**src/rtl/cpu_pkg.sv**
```systemverilog
// rtl/cpu_pkg.sv - shared CPU definitions: IR fields, opcodes, sequencer states
//
// Shared by the control sequencer and the ALU.
//   - IR field bit positions (opcode, Ra, Rb, Rc, C)
//   - 5-bit opcode constants
//   - state_t : control sequencer states RST, T0-T7, HALT
//   - iclass_t / decode_class() : groups opcodes by the step sequence they use
package cpu_pkg;

    localparam int OPC_MSB = 31;
    localparam int OPC_LSB = 27;
    localparam int RA_MSB  = 26;
    localparam int RA_LSB  = 23;
    localparam int RB_MSB  = 22;
    localparam int RB_LSB  = 19;
    localparam int RC_MSB  = 18;
    localparam int RC_LSB  = 15;
    localparam int C_MSB   = 18;
    localparam int C_LSB   = 0;

    localparam logic [4:0] OP_LD   = 5'b00000;
    localparam logic [4:0] OP_LDI  = 5'b00001;
    localparam logic [4:0] OP_ST   = 5'b00010;
    localparam logic [4:0] OP_ADD  = 5'b00011;
    localparam logic [4:0] OP_SUB  = 5'b00100;
    localparam logic [4:0] OP_AND  = 5'b00101;
    localparam logic [4:0] OP_OR   = 5'b00110;
    localparam logic [4:0] OP_ROR  = 5'b00111;
    localparam logic [4:0] OP_ROL  = 5'b01000;
    localparam logic [4:0] OP_SHR  = 5'b01001;
    localparam logic [4:0] OP_SHRA = 5'b01010;
    localparam logic [4:0] OP_SHL  = 5'b01011;
    localparam logic [4:0] OP_ADDI = 5'b01100;
    localparam logic [4:0] OP_ANDI = 5'b01101;
    localparam logic [4:0] OP_ORI  = 5'b01110;
    localparam logic [4:0] OP_DIV  = 5'b01111;
    localparam logic [4:0] OP_MUL  = 5'b10000;
    localparam logic [4:0] OP_NEG  = 5'b10001;
    localparam logic [4:0] OP_NOT  = 5'b10010;
    localparam logic [4:0] OP_NOP  = 5'b11010;
    localparam logic [4:0] OP_HALT = 5'b11011;

    typedef enum logic [3:0] {
        RST, T0, T1, T2, T3, T4, T5, T6, T7, HALT
    } state_t;

    typedef enum logic [3:0] {
        CL_NOP, CL_RTYPE, CL_IMM, CL_UNARY, CL_LD, CL_LDI, CL_ST, CL_MULDIV, CL_HALT
    } iclass_t;

    function automatic iclass_t decode_class(input logic [4:0] op);
        case (op)
            OP_ADD, OP_SUB, OP_AND, OP_OR, OP_ROR,
            OP_ROL, OP_SHR, OP_SHRA, OP_SHL:        return CL_RTYPE;
            OP_ADDI, OP_ANDI, OP_ORI:               return CL_IMM;
            OP_NEG, OP_NOT:                         return CL_UNARY;
            OP_LD:                                  return CL_LD;
            OP_LDI:                                 return CL_LDI;
            OP_ST:                                  return CL_ST;
            OP_MUL, OP_DIV:                         return CL_MULDIV;
            OP_HALT:                                return CL_HALT;
            default:                                return CL_NOP;
        endcase
    endfunction

endpackage

```
**src/rtl/read_wait_counter.sv**
```systemverilog
// rtl/read_wait_counter.sv - down-counter that stretches a memory read strobe
//
// Ports:
//   clock  - system clock
//   clear  - asynchronous active-high reset, forces the count to 0
//   load   - reload the count with READ_CYCLES-1 (asserted whenever no read is held)
//   hold   - a read is being held this cycle; count down towards 0
//   done   - count has reached 0: this is the last cycle of the read
module read_wait_counter #(
    parameter int READ_CYCLES = 1
) (
    input  logic clock,
    input  logic clear,
    input  logic load,
    input  logic hold,
    output logic done
);

    localparam logic [1:0] INIT = 2'(READ_CYCLES - 1);

    logic [1:0] count;

    always_ff @(posedge clock or posedge clear) begin
        if (clear) begin
            count <= 2'd0;
        end else if (load) begin
            count <= INIT;
        end else if (hold && (count != 2'd0)) begin
            count <= count - 2'd1;
        end
    end

    assign done = (count == 2'd0);

endmodule

```
**src/rtl/control_sequencer.sv**
```systemverilog
// rtl/control_sequencer.sv - Moore control sequencer for the bus-based CPU datapath
//
// Build option: CONTROL_SEQUENCER_MULDIV_EN enables the mul/div step sequence;
// without it mul/div decode as nop and HIin/LOin/ZHighIn stay low.
//
// Ports:
//   clock        - system clock, rising edge
//   clear        - asynchronous active-high reset (state RST, all strobes 0, Run=1)
//   ir[31:0]     - datapath instruction register; only ir[31:27] is decoded
//   opcode[4:0]  - ALU operation select
//   PCout..Cout  - bus source selects (at most one per cycle)
//   Gra..BAout   - register-file select/encode controls
//   MARin..ZLowIn- register load enables
//   IncPC, Read, Write - PC increment and memory strobes
//   Run          - high while executing, low in HALT
module control_sequencer
    import cpu_pkg::*;
#(
    parameter int READ_CYCLES = 1
) (
    input  logic        clock,
    input  logic        clear,
    input  logic [31:0] ir,
    output logic [4:0]  opcode,
    output logic        PCout,
    output logic        Zhighout,
    output logic        Zlowout,
    output logic        MDRout,
    output logic        HIout,
    output logic        LOout,
    output logic        Yout,
    output logic        Cout,
    output logic        Gra,
    output logic        Grb,
    output logic        Grc,
    output logic        Rin,
    output logic        Rout,
    output logic        BAout,
    output logic        MARin,
    output logic        PCin,
    output logic        MDRin,
    output logic        IRin,
    output logic        Yin,
    output logic        HIin,
    output logic        LOin,
    output logic        ZHighIn,
    output logic        ZLowIn,
    output logic        IncPC,
    output logic        Read,
    output logic        Write,
    output logic        Run
);

    state_t      state;
    state_t      next;
    iclass_t     cls;
    logic [4:0]  op;
    logic        rd_hold;
    logic        rd_done;
    logic        unused_ir;

    assign op        = ir[OPC_MSB:OPC_LSB];
    assign unused_ir = ^ir[RA_MSB:C_LSB];

`ifdef CONTROL_SEQUENCER_MULDIV_EN
    assign cls = decode_class(op);
`else
    assign cls = (decode_class(op) == CL_MULDIV) ? CL_NOP : decode_class(op);
`endif

    // Memory reads (fetch T1, ld T6) stay in their state until the counter expires;
    // the counter is reloaded in every other cycle so it is always primed.
    assign rd_hold = (state == T1) || ((state == T6) && (cls == CL_LD));

    read_wait_counter #(
        .READ_CYCLES(READ_CYCLES)
    ) u_read_wait (
        .clock (clock),
        .clear (clear),
        .load  (!rd_hold),
        .hold  (rd_hold),
        .done  (rd_done)
    );

    always_ff @(posedge clock or posedge clear) begin
        if (clear) begin
            state <= RST;
        end else begin
            state <= next;
        end
    end

    always_comb begin
        next     = state;
        opcode   = 5'd0;
        PCout    = 1'b0;
        Zhighout = 1'b0;
        Zlowout  = 1'b0;
        MDRout   = 1'b0;
        HIout    = 1'b0;
        LOout    = 1'b0;
        Yout     = 1'b0;
        Cout     = 1'b0;
        Gra      = 1'b0;
        Grb      = 1'b0;
        Grc      = 1'b0;
        Rin      = 1'b0;
        Rout     = 1'b0;
        BAout    = 1'b0;
        MARin    = 1'b0;
        PCin     = 1'b0;
        MDRin    = 1'b0;
        IRin     = 1'b0;
        Yin      = 1'b0;
        HIin     = 1'b0;
        LOin     = 1'b0;
        ZHighIn  = 1'b0;
        ZLowIn   = 1'b0;
        IncPC    = 1'b0;
        Read     = 1'b0;
        Write    = 1'b0;
        Run      = (state != HALT);

        case (state)
            RST: next = T0;
            T0: begin
                PCout = 1'b1; MARin = 1'b1; IncPC = 1'b1;
                next  = T1;
            end
            T1: begin
                Read = 1'b1; MDRin = 1'b1;
                if (rd_done) next = T2;
            end
            T2: begin
                MDRout = 1'b1; IRin = 1'b1;
                case (cls)
                    CL_HALT: next = HALT;
                    CL_NOP:  next = T0;
                    default: next = T3;
                endcase
            end
            T3: begin
                next = T4;
                case (cls)
                    CL_RTYPE, CL_IMM: begin
                        Grb = 1'b1; Rout = 1'b1; Yin = 1'b1;
                    end
                    CL_UNARY: begin
                        Grb = 1'b1; Rout = 1'b1; opcode = op; ZLowIn = 1'b1;
                    end
                    CL_LD, CL_LDI, CL_ST: begin
                        Grb = 1'b1; BAout = 1'b1; Yin = 1'b1;
                    end
                    CL_MULDIV: begin
                        Gra = 1'b1; Rout = 1'b1; Yin = 1'b1;
                    end
                    default: next = T0;
                endcase
            end
            T4: begin
                next = T5;
                case (cls)
                    CL_RTYPE: begin
                        Grc = 1'b1; Rout = 1'b1; opcode = op; ZLowIn = 1'b1;
                    end
                    CL_IMM: begin
                        Cout = 1'b1; opcode = op; ZLowIn = 1'b1;
                    end
                    CL_UNARY: begin
                        Zlowout = 1'b1; Gra = 1'b1; Rin = 1'b1;
                        next = T0;
                    end
                    CL_LD, CL_LDI, CL_ST: begin
                        // effective address = base + C through the adder
                        Cout = 1'b1; opcode = OP_ADD; ZLowIn = 1'b1;
                    end
                    CL_MULDIV: begin
                        Grb = 1'b1; Rout = 1'b1; opcode = op;
                        ZHighIn = 1'b1; ZLowIn = 1'b1;
                    end
                    default: next = T0;
                endcase
            end
            T5: begin
                next = T0;
                case (cls)
                    CL_RTYPE, CL_IMM, CL_LDI: begin
                        Zlowout = 1'b1; Gra = 1'b1; Rin = 1'b1;
                    end
                    CL_LD, CL_ST: begin
                        Zlowout = 1'b1; MARin = 1'b1;
                        next = T6;
                    end
                    CL_MULDIV: begin
                        Zlowout = 1'b1; LOin = 1'b1;
                        next = T6;
                    end
                    default: ;
                endcase
            end
            T6: begin
                next = T0;
                case (cls)
                    CL_LD: begin
                        Read = 1'b1; MDRin = 1'b1;
                        next = rd_done ? T7 : T6;
                    end
                    CL_ST: begin
                        Gra = 1'b1; Rout = 1'b1; MDRin = 1'b1;
                        next = T7;
                    end
                    CL_MULDIV: begin
                        Zhighout = 1'b1; HIin = 1'b1;
                    end
                    default: ;
                endcase
            end
            T7: begin
                next = T0;
                case (cls)
                    CL_LD: begin
                        MDRout = 1'b1; Gra = 1'b1; Rin = 1'b1;
                    end
                    CL_ST:   Write = 1'b1;
                    default: ;
                endcase
            end
            HALT:    next = HALT;
            default: next = RST;
        endcase
    end

endmodule

```
**config.mk**
```make
export PLATFORM = sky130hd
export DESIGN_NAME = control_sequencer
export DESIGN_NICKNAME = d
export VERILOG_FILES = /design/src/rtl/cpu_pkg.sv /design/src/rtl/read_wait_counter.sv /design/src/rtl/control_sequencer.sv
export SDC_FILE = /design/constraint.sdc
export NUM_CORES = 1
export LEC_CHECK = 0
export CAP_MARGIN = 20
export CORE_MARGIN = 5
export CORE_UTILIZATION = 35
export CTS_CLUSTER_DIAMETER = 120
export CTS_CLUSTER_SIZE = 25
export DETAILED_ROUTE_END_ITERATION = 10
export GPL_ROUTABILITY_DRIVEN = 0
export GPL_TIMING_DRIVEN = 0
export PLACE_DENSITY = 0.81
export SKIP_LAST_GASP = 1
export SYNTH_ARGS = -nofsm -noshare
export SYNTH_HDL_FRONTEND = slang
export SYNTH_HIERARCHICAL = 1
export SYNTH_SLANG_ARGS = --single-unit
```
**constraint.sdc**
```tcl
create_clock -name clock -period 2.4 [get_ports clock]
set_input_delay 0.48 -clock clock [delete_from_list [all_inputs] [get_ports clock]]
set_output_delay 0.48 -clock clock [all_outputs]
set_load 0.03 [all_outputs]
```
==> results of run 1 <==
## timing repair
action	4_1_cts	5_1_grt
buffers inserted	6	3
endpoints found under the setup margin	25	17
pin swaps	9	10
endpoints found under the hold margin	0	0
resized for setup	113	15
gates cloned	0	0
## final timing paths
| kind | from | endpoint | slack (ns) | cells after the start |
|---|---|---|---|---|
| max in group asynchronous | clear | state[3] | 1.80 | 2 |
| min | clear | u_read_wait/count[0] | 0.41 | 2 |
| max reg2reg | state[2] | u_read_wait/count[1] | 0.24 | 8 |
| min in group clock | u_read_wait/count[1] | u_read_wait/count[1] | 0.54 | 2 |
| max | ir[27] | MDRout | 0.03 | 5 |
| min reg2reg | u_read_wait/count[1] | u_read_wait/count[1] | 0.54 | 2 |
## cells by family (layout without fill, tap and decap cells)
family	after synthesis	count (layout)	share of synthesized area, %
other	1	8	0.406
buffers and inverters	27	67	16.4
AND/OR/NAND/NOR	53	53	39.1
AO/OA/AOI/OAI	28	28	22.3
adder cells (fa/ha/maj)	1	1	1.35
flip-flops	6	6	16.2
multiplexers	2	2	2.30
XOR/XNOR	2	2	1.89
## flip-flops by register name, indices dropped and copies added (netlist names)
| signal | cells |
|---|---|
| state | 4 |
| u_read_wait/count | 2 |
## cells in the final DEF, fill, tap and decap left out, types with 2 or more instances in the layout
cell / n
nand2_2: 2
buf_6: 10
and3_1: 2
o21ai_0: 2
xnor2_1: 2
dfrtp_1: 6
nor2_1: 10
dlygate4sd2_1: 7
a21oi_1: 5
nor3_1: 4
nand3_1: 4
nand2_1: 4
clkbuf_2: 2
nor3b_1: 2
buf_4: 19
inv_1: 8
o31ai_1: 2
or2_2: 4
a211oi_1: 2
buf_2: 10
nand2b_1: 2
nor4_4: 3
o21a_1: 3
clkdlybuf4s15_2: 2
conb_1: 8
clkbuf_4: 5
clkdlybuf4s50_1: 2
## cell type report
cell class,count,area (um2),area share (%)
plain buffers,18,138,9.74
well taps,30,37.5,2.66
flip-flops and latches,6,150,10.6
inverters,9,33.8,2.39
clock buffers,3,22.5,1.59
repair buffers,37,307,21.7
multi-input cells,94,724,51.3
## Yosys cell counts (all sizes together) (3+ instances only)
library cell,instances,area [um2]
nand3,5,25.0
inv,9,33.8
buf,16,109
o21ai,3,15.0
nor3b,3,33.8
o21a,4,31.3
dfrtp,6,150
or2,4,25.0
nor4,4,61.3
nand2,6,25.0
nor2,10,37.5
a21oi,6,30.0
and3,3,20.0
a211oi,4,35.0
nor3,4,20.0
## report_power, final
group	switching, mW	internal [mW]	leakage (nW)
clock network	0.0425	0.0570	0.0138
logic	0.581	0.339	0.605
registers	0.0415	0.129	0.0781
## worst reg2reg max path: stages (launching register included)
cell and delay (ns):
dfrtp_1 0.39, buf_2 0.24, inv_1 0.17, nor4_4 0.31, o21a_2 0.19, inv_2 0.04, buf_4 0.13, or4b_1 0.51
o31ai_1 0.08
## metrics by stage
stage / instance area, um2 / utilization [%] / total power, mW
after floorplan: 970 / - / 0.786
after global placement: 1290 / 51.5 / 1.04
after detailed placement: 1290 / 51.5 / 1.06
after CTS: 1370 / 54.8 / 1.13
after global routing: 1410 / 56.5 / 1.26
final: 1410 / 56.5 / 1.19
## metal layers
layer / GRT usage, % / share of wire [%] / wire length (um) / up-vias
met5: 0 / 0 / 0 / -
met2: 27.2 / 51 / 1520 / 50
met3: 1.47 / 7.8 / 230 / 7
li1: - / - / - / 511
met1: 18.6 / 39 / 1150 / 504
met4: 7.88 / 2.0 / 60 / 0
==> results.sh, run 1 <==
export IMPL_cts_sinks=6
export IMPL_placement_io_buffers=28
export IMPL_dp_hpwl_um=2090
export IMPL_ctsRootBufferMaster="clkbuf_4"
export IMPL_synth_edff_count=0
export IMPL_period_minus_slack_ns=2.37
export IMPL_fmax_ghz=0.423
export IMPL_drtIter0Drc=36
export IMPL_cp_buffers_inverters=2
export IMPL_ctsHoldBuffers=0
export IMPL_status="complete, no violations"
export IMPL_drive_above_1_share_pct=45.5
export IMPL_grt_pass1_vias=1011
export IMPL_die_x_um=61.4
export IMPL_cp_slowest_cell="or4_4"
export IMPL_initial_core_util_pct=37.0
export IMPL_critPathMaxStageDelay_ns=0.59
export IMPL_wl_per_cell_um=15.1
export IMPL_diodes=0
export IMPL_setup_viol=0
export IMPL_final_cells=197
export IMPL_peakVddDrop_uv=668
export IMPL_grt_max_degree=11
export IMPL_yosys_warnings=6
export IMPL_syn_avg_cell_area_um2=7.71
export IMPL_critPathCaptureType="output pin"
export IMPL_yosysSeqAreaShare_pct=16.2
export IMPL_max_cap_violations=0
export IMPL_skew_ns=0.00584
export IMPL_criticalPathCategory="in -> out"
export IMPL_finalHoldViolCount=0
export IMPL_drt_wl_total_um=2970
export IMPL_slew_viol_final=0
export IMPL_globalRouteOverflowTotal=0
export IMPL_numCtsBuffers=3
export IMPL_route_detailed_drc=0
export IMPL_cp_max_fo=9
export IMPL_antenna_found_initial=0
export IMPL_route_vias_total=1072
export IMPL_async_reset_ff_share_pct=100
export IMPL_synth_top_flop_cell="dfrtp_1"
export IMPL_worstPathRequired_ns=1.92
export IMPL_core_area_um2=2500
export IMPL_syn2layout_area_growth_pct=52.8
export IMPL_n_fill_cell=225
export IMPL_clockBufferDepth=2
export IMPL_htree_levels=1
export IMPL_die_area_um2=3770
export IMPL_cts_tree="done"
export IMPL_dp_cells=185
export IMPL_fp_row_count=18
export IMPL_via_per_inst=5.44
export IMPL_leakagePower_nw=0.697
export IMPL_clk_pin_slew_ns=0.04
export IMPL_synth_seq_cells=6
export IMPL_hold_ws_ns=0.413
export IMPL_rsz0062_at_grt="true"
export IMPL_power_density_nw_per_um2=843
export IMPL_grt_pass1_wl_um=4490
export IMPL_pre_cts_ws_ns=-0.870
export IMPL_setup_tns_ns=0
export IMPL_ios=66
export IMPL_cp_arrival_ns=1.89
export IMPL_ys_types=55
export IMPL_die_h_um=61.4
export IMPL_drtPass1Iterations=4
export IMPL_cp_start_kind="input pin"
export IMPL_crit_family="simple AND/OR/NAND/NOR gates"
export IMPL_grt_total_usage_pct=15.5
export IMPL_netlist_instances=120
export IMPL_nets=204
export IMPL_path_cells="clkbuf_2 > or4_4 > nor4_4 > or2_2 > clkbuf_4"
export IMPL_min_period_over_period_pct=98.6
export IMPL_synth_area_um2=925
export IMPL_insertion_delay_ns=0.26
export IMPL_ant_nets=0
export IMPL_fin_ws_ns=0.0344
export IMPL_min_path_type="in -> async"
Power figures use the tool's default switching activity.
==> run 2, diff against run 1 <==
ABC_CLOCK_PERIOD_IN_PS = 3000   (was unset)
CORE_UTILIZATION = 37   (was 35)
PLACE_DENSITY = 0.85   (was 0.81)
clock period = 3 ns   (was 2.4 ns; I/O delays follow)
==> results.sh, run 2 (synthesis results as in run 1) <==
export IMPL_criticalPathCategory="in -> out"
export IMPL_die_x_um=60.0
export IMPL_layout_commonest_cell="buf_4"
export IMPL_setup_tns_ns=0
export IMPL_status="complete, no violations"
export IMPL_slew_viol_final=0
export IMPL_setup_viol=0
export IMPL_core_area_um2=2430
export IMPL_drt_wl_total_um=2940
export IMPL_initial_core_util_pct=38.0
export IMPL_ant_nets=0
export IMPL_ctsHoldBuffers=0
export IMPL_cp_start_kind="input pin"
export IMPL_globalRouteOverflowTotal=0
export IMPL_clk_pin_slew_ns=0.05
export IMPL_fmax_ghz=0.354
export IMPL_diodes=0
export IMPL_fp_row_count=18
export IMPL_nets=203
export IMPL_route_detailed_drc=0
export IMPL_grt_pass1_vias=1011
export IMPL_numCtsBuffers=3
export IMPL_finalHoldViolCount=0
export IMPL_grt_max_degree=11
export IMPL_period_minus_slack_ns=2.82
export IMPL_power_density_nw_per_um2=676
export IMPL_drtPass1Iterations=4
export IMPL_min_period_over_period_pct=94.1
export IMPL_via_per_inst=5.38
export IMPL_htree_levels=1
export IMPL_critPathCaptureType="output pin"
export IMPL_final_cells=196
export IMPL_skew_ns=0.00123
export IMPL_grt_total_usage_pct=16.5
export IMPL_leakagePower_nw=0.674
export IMPL_cts_sinks=6
export IMPL_dp_cells=185
export IMPL_cp_arrival_ns=2.22
export IMPL_clockBufferDepth=2
export IMPL_min_path_type="in -> async"
export IMPL_drtIter0Drc=29
export IMPL_max_cap_violations=0
export IMPL_worstPathRequired_ns=2.40
export IMPL_syn2layout_area_growth_pct=47.8
export IMPL_rsz0062_at_grt="false"
export IMPL_placement_io_buffers=28
export IMPL_dp_hpwl_um=2150
export IMPL_largest_register="state"
export IMPL_antenna_found_initial=0
export IMPL_largestRegisters="state x4, u_read_wait/count x2"
export IMPL_die_area_um2=3600
export IMPL_ios=66
export IMPL_cp_max_fo=7
export IMPL_wl_per_cell_um=15.0
export IMPL_grt_pass1_wl_um=4550
export IMPL_die_h_um=60.0
export IMPL_largest_reg_flops=4
export IMPL_insertion_delay_ns=0.24
export IMPL_final_cell_mix="17 x buf_4, 10 x nor2_1, 8 x inv_1, 8 x conb_1, 7 x clkbuf_2"
export IMPL_route_vias_total=1054
export IMPL_drive_above_1_share_pct=39.2
export IMPL_peakVddDrop_uv=396
export IMPL_cts_tree="done"
export IMPL_ctsRootBufferMaster="clkbuf_4"
run 2: report_power, final:
part           leakage [nW]  internal (mW)  switching, mW  total [mW]
registers            0.0781          0.104         0.0309       0.135
clock network        0.0138         0.0453         0.0297      0.0750
logic                 0.582          0.269          0.445       0.714
run 2: repair_timing:
item | CTS | global route
setup buffers | 0 | 8
endpoints found under the setup margin | 19 | 17
endpoints found under the hold margin | 0 | 0
pin swaps | 0 | 6
resized for setup | 38 | 40
run 2: worst paths after layout:
check                                      from  cells after the start  slack [ns]                    to
hold / removal                            clear                      2        0.54  u_read_wait/count[1]
max in group asynchronous                 clear                      2        2.29              state[2]
setup / recovery                         ir[29]                      7        0.18                MDRout
hold reg to reg            u_read_wait/count[1]                      2        0.55  u_read_wait/count[1]
setup reg to reg                       state[2]                      7        0.97  u_read_wait/count[1]
min in group clock         u_read_wait/count[1]                      2        0.55  u_read_wait/count[1]
run 2: final cells by class:
type                            instances  area (um2)
Fill cell                             230        1070
Multi-Input combinational cell         94         677
Timing Repair Buffer                   36         309
Sequential cell                         6         150
Buffer                                 18         136
Tap cell                               30        37.5
Inverter                                9        33.8
Clock buffer                            3        22.5
run 2: metal layers:
| metal | GRT usage (%) | vias to the layer above | part of all wire [%] |
|---|---|---|---|
| met2 | 29.0 | 47 | 53 |
| met1 | 18.4 | 496 | 38 |
| met5 | 0 | - | 0 |
| met3 | 4.10 | 7 | 7.2 |
| met4 | 7.28 | 0 | 2.1 |
| li1 | - | 504 | - |
run 2: worst max-delay path, stage by stage:
cell and delay, ns:
dlymetal6s2s_1 0.14, buf_6 0.14, or4_4 0.59, buf_4 0.17
nor4_4 0.15, or2_2 0.15, clkdlybuf4s15_2 0.28
run 2: through the flow:
step	cell area, um2	util (%)	hold slack [ns]	setup WS [ns]	power [mW]
floorplan	951	-	0.341	0.0874	0.622
global placement	1270	52.2	0.529	-0.495	0.825
detailed placement	1270	52.2	0.541	-0.501	0.839
CTS	1280	52.7	0.532	-0.240	0.897
global route	1370	56.2	0.546	0.114	0.986
finish	1370	56.2	0.540	0.178	0.923
